`src/rtl/win_banner_ctrl.sv`:
```
// "WIN" overlay sequencer: slides the text sprite down to its rest row, blinks it,
// then holds it until the next game. All motion is stepped on frame boundaries.
`timescale 1ns/1ps
module win_banner_ctrl #(
  parameter int unsigned TARGET_X     = 171,
  parameter int unsigned TARGET_Y     = 188,
  parameter int unsigned SLIDE_STEP   = 8,
  parameter int unsigned BLINK_FRAMES = 15,
  parameter int unsigned BLINK_COUNT  = 6
) (
  input  logic       clk,
  input  logic       rst,
  input  logic       frame_tick,
  input  logic       win_event,
  input  logic       clear,
  input  logic       text_draw,
  output logic [9:0] x,
  output logic [8:0] y,
  output logic       pixel_on,
  output logic       busy,
  output logic       done
);

  // state   | meaning
  // S_IDLE  | banner hidden, waiting for a win
  // S_SLIDE | text moving down SLIDE_STEP px per frame
  // S_BLINK | text at rest, visibility toggling every BLINK_FRAMES frames
  // S_HOLD  | text steady and visible until clear

  localparam int FC_W = (BLINK_FRAMES > 1) ? $clog2(BLINK_FRAMES) : 1;
  localparam int TC_W = $clog2(BLINK_COUNT + 1);

  typedef enum logic [1:0] {S_IDLE, S_SLIDE, S_BLINK, S_HOLD} state_t;

  state_t            state_q, state_d;
  logic [8:0]        y_q, y_d;
  logic              visible_q, visible_d;
  logic [FC_W-1:0]   frame_cnt_q, frame_cnt_d;
  logic [TC_W-1:0]   toggle_cnt_q, toggle_cnt_d;
  logic [9:0]        y_sum;
  logic [TC_W-1:0]   toggle_inc;

  always_ff @(posedge clk) begin
    if (rst) begin
      state_q      <= S_IDLE;
      y_q          <= '0;
      visible_q    <= 1'b0;
      frame_cnt_q  <= '0;
      toggle_cnt_q <= '0;
    end else begin
      state_q      <= state_d;
      y_q          <= y_d;
      visible_q    <= visible_d;
      frame_cnt_q  <= frame_cnt_d;
      toggle_cnt_q <= toggle_cnt_d;
    end
  end

  always_comb begin
    state_d      = state_q;
    y_d          = y_q;
    visible_d    = visible_q;
    frame_cnt_d  = frame_cnt_q;
    toggle_cnt_d = toggle_cnt_q;
    // 10-bit sum so the overshoot past TARGET_Y cannot wrap before the compare
    y_sum        = {1'b0, y_q} + 10'(SLIDE_STEP);
    toggle_inc   = toggle_cnt_q + TC_W'(1);

    if (clear) begin
      state_d      = S_IDLE;
      y_d          = '0;
      visible_d    = 1'b0;
      frame_cnt_d  = '0;
      toggle_cnt_d = '0;
    end else begin
      case (state_q)
        S_IDLE: begin
          visible_d = 1'b0;
          if (win_event) begin
            state_d      = S_SLIDE;
            y_d          = '0;
            visible_d    = 1'b1;
            frame_cnt_d  = '0;
            toggle_cnt_d = '0;
          end
        end
        S_SLIDE: begin
          if (frame_tick) begin
            if (y_sum >= 10'(TARGET_Y)) begin
              state_d      = S_BLINK;
              y_d          = 9'(TARGET_Y);
              frame_cnt_d  = '0;
              toggle_cnt_d = '0;
            end else begin
              y_d = y_sum[8:0];
            end
          end
        end
        S_BLINK: begin
          if (frame_tick) begin
            if (frame_cnt_q == FC_W'(BLINK_FRAMES - 1)) begin
              frame_cnt_d  = '0;
              visible_d    = ~visible_q;
              toggle_cnt_d = toggle_inc;
              if (toggle_inc == TC_W'(BLINK_COUNT)) begin
                state_d   = S_HOLD;
                visible_d = 1'b1;
              end
            end else begin
              frame_cnt_d = frame_cnt_q + FC_W'(1);
            end
          end
        end
        S_HOLD:  visible_d = 1'b1;
        default: state_d = S_IDLE;
      endcase
    end
  end

  always_comb begin
    x        = 10'(TARGET_X);
    y        = y_q;
    busy     = (state_q == S_SLIDE) || (state_q == S_BLINK);
    done     = (state_q == S_HOLD);
    pixel_on = visible_q & text_draw;
  end

endmodule

```
`config.mk`:
```
export PLATFORM = sky130hd
export DESIGN_NAME = win_banner_ctrl
export DESIGN_NICKNAME = d
export VERILOG_FILES = /design/src/rtl/win_banner_ctrl.sv
export SDC_FILE = /design/constraint.sdc
export NUM_CORES = 1
export LEC_CHECK = 0
export ABC_CLOCK_PERIOD_IN_PS = 3470
export CAP_MARGIN = 5
export CORE_ASPECT_RATIO = 0.7
export CORE_MARGIN = 2
export CORE_UTILIZATION = 25
export CTS_BUF_LIST = sky130_fd_sc_hd__clkbuf_4
export CTS_CLUSTER_SIZE = 40
export DETAILED_ROUTE_END_ITERATION = 8
export HOLD_SLACK_MARGIN = 0.12
export MAX_ROUTING_LAYER = met4
export PLACE_DENSITY = 0.52
export SYNTH_ARGS = -nofsm -noshare
export SYNTH_HDL_FRONTEND = slang
export SYNTH_SLANG_ARGS = --single-unit
```
`constraint.sdc`:
```
create_clock -name clk -period 3.47 [get_ports clk]
set_input_delay 0.347 -clock clk [delete_from_list [all_inputs] [get_ports clk]]
set_output_delay 0.347 -clock clk [all_outputs]
set_load 0.01 [all_outputs]
```
Word level (Yosys, flattened, before mapping) --
Cells that the tools add are included.
Word-level totals: bits in registers 19, latch bits 0, RAM bits 0, bits in read-only memories 0, input bits 6, output and inout port bits 22, logic and storage cells 61, memories kept 0
Cells by class: $add $sub $neg 3, multiply operators 0, div/mod/pow operators 0, order comparisons 1, equal/unequal tests 11, shift-type cells 0, multiplexer cells 28, bitwise gates (word level) 2, reduce and logical (&&, ||, !) cells 11
Operators by type and width (count):
- $mux W9 | 3
- $mux W4 | 5
- $pmux W9 S2 | 1
- $mux W3 | 5
- $mux W2 | 6
- $ne A2 B2 Y1 const B | 6
- $pmux W4 S3 | 1
- $add A9 B4 Y10 const B | 1
- $ge A10 B8 Y1 const B | 1
- $pmux W3 S3 | 1
- $reduce_and A7 Y1 | 1
- $pmux W2 S3 | 1
- $reduce_and A3 Y1 | 2
- $reduce_and A6 Y1 | 1
- $reduce_bool A3 Y1 | 2
- $reduce_and A5 Y1 | 1
- $add A4 B1 Y4 const B | 1
- $eq A2 B2 Y1 const B | 2
- $eq A4 B4 Y1 const B | 1
- $mux W1 | 4
- $add A3 B1 Y3 const B | 1
- $eq A3 B3 Y1 const B | 1
- $pmux W1 S3 | 1
- $eq A2 B1 Y1 const B | 1
- 6 further kinds | 6

Longest topological paths before layout --
word-level depth 6, depth in mapped cells 9, gate-level depth less buffers 7

Worst setup path before layout --
Ideal clock, no wire load.
path kind reg2reg, start point reg y_q[3] (netlist: y[3]), end point reg frame_cnt_q[2], setup time 0.116 ns, data arrival time 1.872 ns, required time 3.354 ns, slack 1.482 ns, stages on the path, launching flop included 8, path buffers 1, clock period less this slack 1.988 ns, path through dfxtp_1 ha_1 a311oi_1 nor4b_1 o211ai_1 buf_2 o2bb2ai_1 a31o_2
On the way: longest elaborated chain between the ends 4
RTL lines:
- start, declared | RTL line 36 | logic [8:0] y_q, y_d;
- start signal, assigned | RTL line 52 | y_q <= y_d;
- $add A9 B4 Y10 | RTL line 66 | y_sum = {1'b0, y_q} + 10'(SLIDE_STEP);
- $ge A10 B8 Y1 | RTL line 89 | if (y_sum >= 10'(TARGET_Y)) begin
- $ne A2 B2 Y1 (no source line)
- $reduce_and A5 Y1 (no source line)
- end signal, assigned | RTL line 54 | frame_cnt_q <= frame_cnt_d;
- end, declared | RTL line 38 | logic [FC_W-1:0] frame_cnt_q, frame_cnt_d;
Every way passes these cells. A chain may end at the register's enable or synchronous reset.

Worst setup path in the final report --
start point reg y_q[3] (netlist: y[3]), end point reg state_q[0]
On the way: longest elaborated chain between the ends 4
RTL lines:
- $add A9 B4 Y10 | RTL line 66
- $ge A10 B8 Y1 | RTL line 89
- $ne A2 B2 Y1 (no source line)
- $reduce_and A7 Y1 (no source line)
- end signal, assigned | RTL line 51 | state_q <= state_d;
- end, declared | RTL line 35 | state_t state_q, state_d;
Every way passes these cells.

==> metrics.md <==
| Metric | Value |
|---|---|
| Reg-to-Reg Start | `y[3]` |
| Post-CTS Resized | `0` |
| Antenna Nets Post-Route | `0` |
| Antenna Cells | `0` |
| Starting DRC count in detailed routing | `68` |
| Post-CTS Hold Buffers | `0` |
| Critical Path RT | `3.69 ns` |
| Total of max-cap violations | `0` |
| Post-synth ARST share | `0%` |
| Post-CTS setup buffer count | `0` |
| Gpl congestion | `0.863` |
| Critical path data arrival time | `2.69 ns` |
| Post-synth top flop | `dfxtp_1` |
| Hold Path End | `frame_cnt_q[3]` |
| Crit path max-delay family | `compound AO/OA/AOI/OAI gates` |
| Placed cell area | `1450 um^2` |
| Worst Setup End Kind | `register` |
| CP max-delay cell | `dfxtp_1` |
| CP max FO | `11` |
| Total Nets Final | `186` |
| Yosys warning count | `0` |
| Worst-Skew Late Latency | `0.30 ns` |
| Max Fclk | `0.405 GHz` |
| PwrDens | `264 nW/um^2` |
| Synth top area share | `26.4%` |
| Initial core utilization | `26.5%` |
| Status | `complete, no violations` |
| Non-Filler Cell Area, Final | `1480 um^2` |
| Area Overhead vs Synth | `14.4%` |
| CP max stage delay | `0.48 ns` |
| Num ports | `28` |
| Vias after detailed routing | `1089` |
| DIE HEIGHT | `64.1 um` |
| Reg2Reg Depth | `6` |
| HP Class | `reg2reg` |
| Worst Setup Start Kind | `register` |
| DRC | `0` |
| RSZ-0062 raised after global routing | `false` |
| First-pass GRT wire length | `4580 um` |
| Sequential area share after synthesis | `26.4%` |
| Iteration count of the initial detailed-routing pass | `4` |
| CTS tree | `built` |
| Antenna violations before repair | `0` |
| Final min period | `2.47 ns` |
| Rel. slew slack | `41.6%` |
| Max IR drop VDD | `0.111 mV` |
| WL final | `2730 um` |
| Clock transition at path regs | `0.11 ns` |
| Leading area contributor after synthesis | `dfxtp_1` |
| # H-tree levels | `1` |
| CP Cell Sequence | `ha_1 -> a311oi_1 -> nor4b_1 -> o211ai_1 -> a221oi_2 -> mux2i_1` |
| Die area | `5760 um^2` |
| Hold path startpoint | `frame_cnt_q[3]` |
| Synth Register Bits | `17` |
| Gate count of the mapped netlist | `156` |
| # fillers | `522` |
| Static Leak | `0.000547 uW` |
| Max-slew violation count | `0` |
| Area contributors post-synth | `dfxtp_1 26%, ha_1 9.7%, buf_4 7.6%, nand2_1 5.2%, a21oi_1 3.5%` |
| Period utilization | `71.2%` |
| GRT overflow | `0` |
| Setup TNS | `0 ns` |
| Core area | `4860 um^2` |
| Num Clock Sinks | `17` |
| Number of vias per cell | `4.58` |
| Buf/Inv on CP | `0` |
| Share of cells above drive strength 1 | `9.47%` |
| All-Layer GR Usage | `9.92%` |
| Detail-routed net length per standard cell | `11.5 um` |
| TritonCTS Buffers | `3` |
| WHS Path Cells | `1` |
| Post-synthesis average cell area | `8.27 um^2` |
| Largest net degree at the start of global routing | `14` |
| Vias in the first global route | `944` |
| Mapped cell area | `1290 um^2` |
| Die width | `89.9 um` |
| CTS Buffer Depth | `2` |
| # setup viols final | `0` |
| Number of synthesized flops with an enable pin | `0` |
| Port-buffer cells | `15` |
| Crit Path Category | `reg2reg` |
| CTS Root Cell | `clkbuf_4` |
| HPWL after DPL | `1990 um` |
| Clk_skew | `0.00724 ns` |
| Distinct cells, synth | `50` |
| Final hold viol count | `0` |
| R2R Setup Slk | `1.00 ns` |
| Site Rows | `21` |
| Reg2reg end | `state_q[0]` |
| Measured slew at the worst slew-check pin | `0.872 ns` |
-- final cells by class --
cell class | count | area (um^2) | area share, %
tap | 69 | 86.3 | 5.85
clock buffer | 3 | 22.5 | 1.53
inverter | 7 | 26.3 | 1.78
clock inverter | 1 | 5.00 | 0.339
sequential | 17 | 340 | 23.1
timing repair buffer | 17 | 165 | 11.2
multi-input combinational | 124 | 830 | 56.2
-- per-layer routing --
| metal | global-route usage (%) | wire, um |
|---|---|---|
| met2 | 13.3 | 1100 |
| met1 | 14.8 | 1510 |
| met4 | 1.73 | 21 |
| met3 | 2.83 | 100 |
| met5 | - | 0 |
-- power breakdown --
group | internal, uW | leakage, uW | total, uW | switching, uW
sequential | 198 | 0.000137 | 200 | 2.84
combinational | 34.5 | 0.000392 | 79.3 | 44.9
clock | 42.9 | 0.0000177 | 110 | 66.8
-- registers in the layout, summed over array words and instances (netlist names) --
signal,flops
frame_cnt_q,4
state_q,2
toggle_cnt_q,3
visible_q,1
y,7
-- cells by family (layout without fill, tap and decap cells) --
family / count (synthesis) / count (layout) / synth area share [%]
simple gates: 56 / 56 / 23.3
compound gates: 39 / 39 / 22.3
buf+inv: 25 / 28 / 12.2
flops: 17 / 17 / 26.4
fa+ha+maj: 10 / 10 / 9.70
mux: 5 / 5 / 4.17
other cells: 2 / 12 / 0.582
xor+xnor: 2 / 2 / 1.36
-- cell usage after synthesis (2+ instances only) --
master,n
or3_1,3
and3_1,2
a211o_1,4
ha_1,10
a21oi_1,9
and2_1,2
clkbuf_1,2
a211oi_1,2
dfxtp_1,17
mux2i_1,4
o2bb2ai_1,2
nor2b_1,4
o21ai_0,6
conb_1,2
nand3_1,7
nor2_1,7
buf_4,13
nand2_1,18
a22oi_1,2
nor3b_1,2
a31oi_1,3
inv_1,7
-- worst max path at each step --
stage          cells past startpoint  slack (ns)      start             end
6_report                           6        1.00       y[3]      state_q[0]
5_1_grt                            6        0.71       y[3]      state_q[0]
4_1_cts                            6        1.01       y[3]      state_q[0]
3_5_place_dp                       6        1.05       y[3]      state_q[1]
3_3_place_gp                       6        1.09  win_event      state_q[0]
2_1_floorplan                      7        1.48       y[3]  frame_cnt_q[2]
-- stage by stage --
step | hold slack (ns) | std cells | utilization [%] | total power, uW | setup WS (ns)
3_3_place_gp | 0.439 | 234 | 29.8 | 285 | 1.09
6_report | 0.471 | 238 | 30.3 | 389 | 1.00
5_1_grt | 0.490 | 238 | 30.3 | 413 | 0.710
2_1_floorplan | 0.425 | 166 | - | 272 | 1.48
3_5_place_dp | 0.450 | 234 | 29.8 | 284 | 1.05
4_1_cts | 0.477 | 238 | 30.3 | 395 | 1.01
-- layout by cell type, fill, tap and decap left out, types with 2 or more instances in the layout --
cell type	count
mux2i_1	4
nor3b_1	2
and2_1	2
ha_1	10
or3_1	3
buf_4	2
dfxtp_1	17
a211o_1	4
clkbuf_4	3
o2bb2ai_1	2
nand3_1	7
a31oi_1	3
conb_1	12
a211oi_1	2
o21ai_0	6
inv_1	7
nor2_1	7
nor2b_1	4
nand2_1	18
and3_1	2
a21oi_1	9
a22oi_1	2
clkdlybuf4s50_1	15
(Power assumes the default switching activity.)
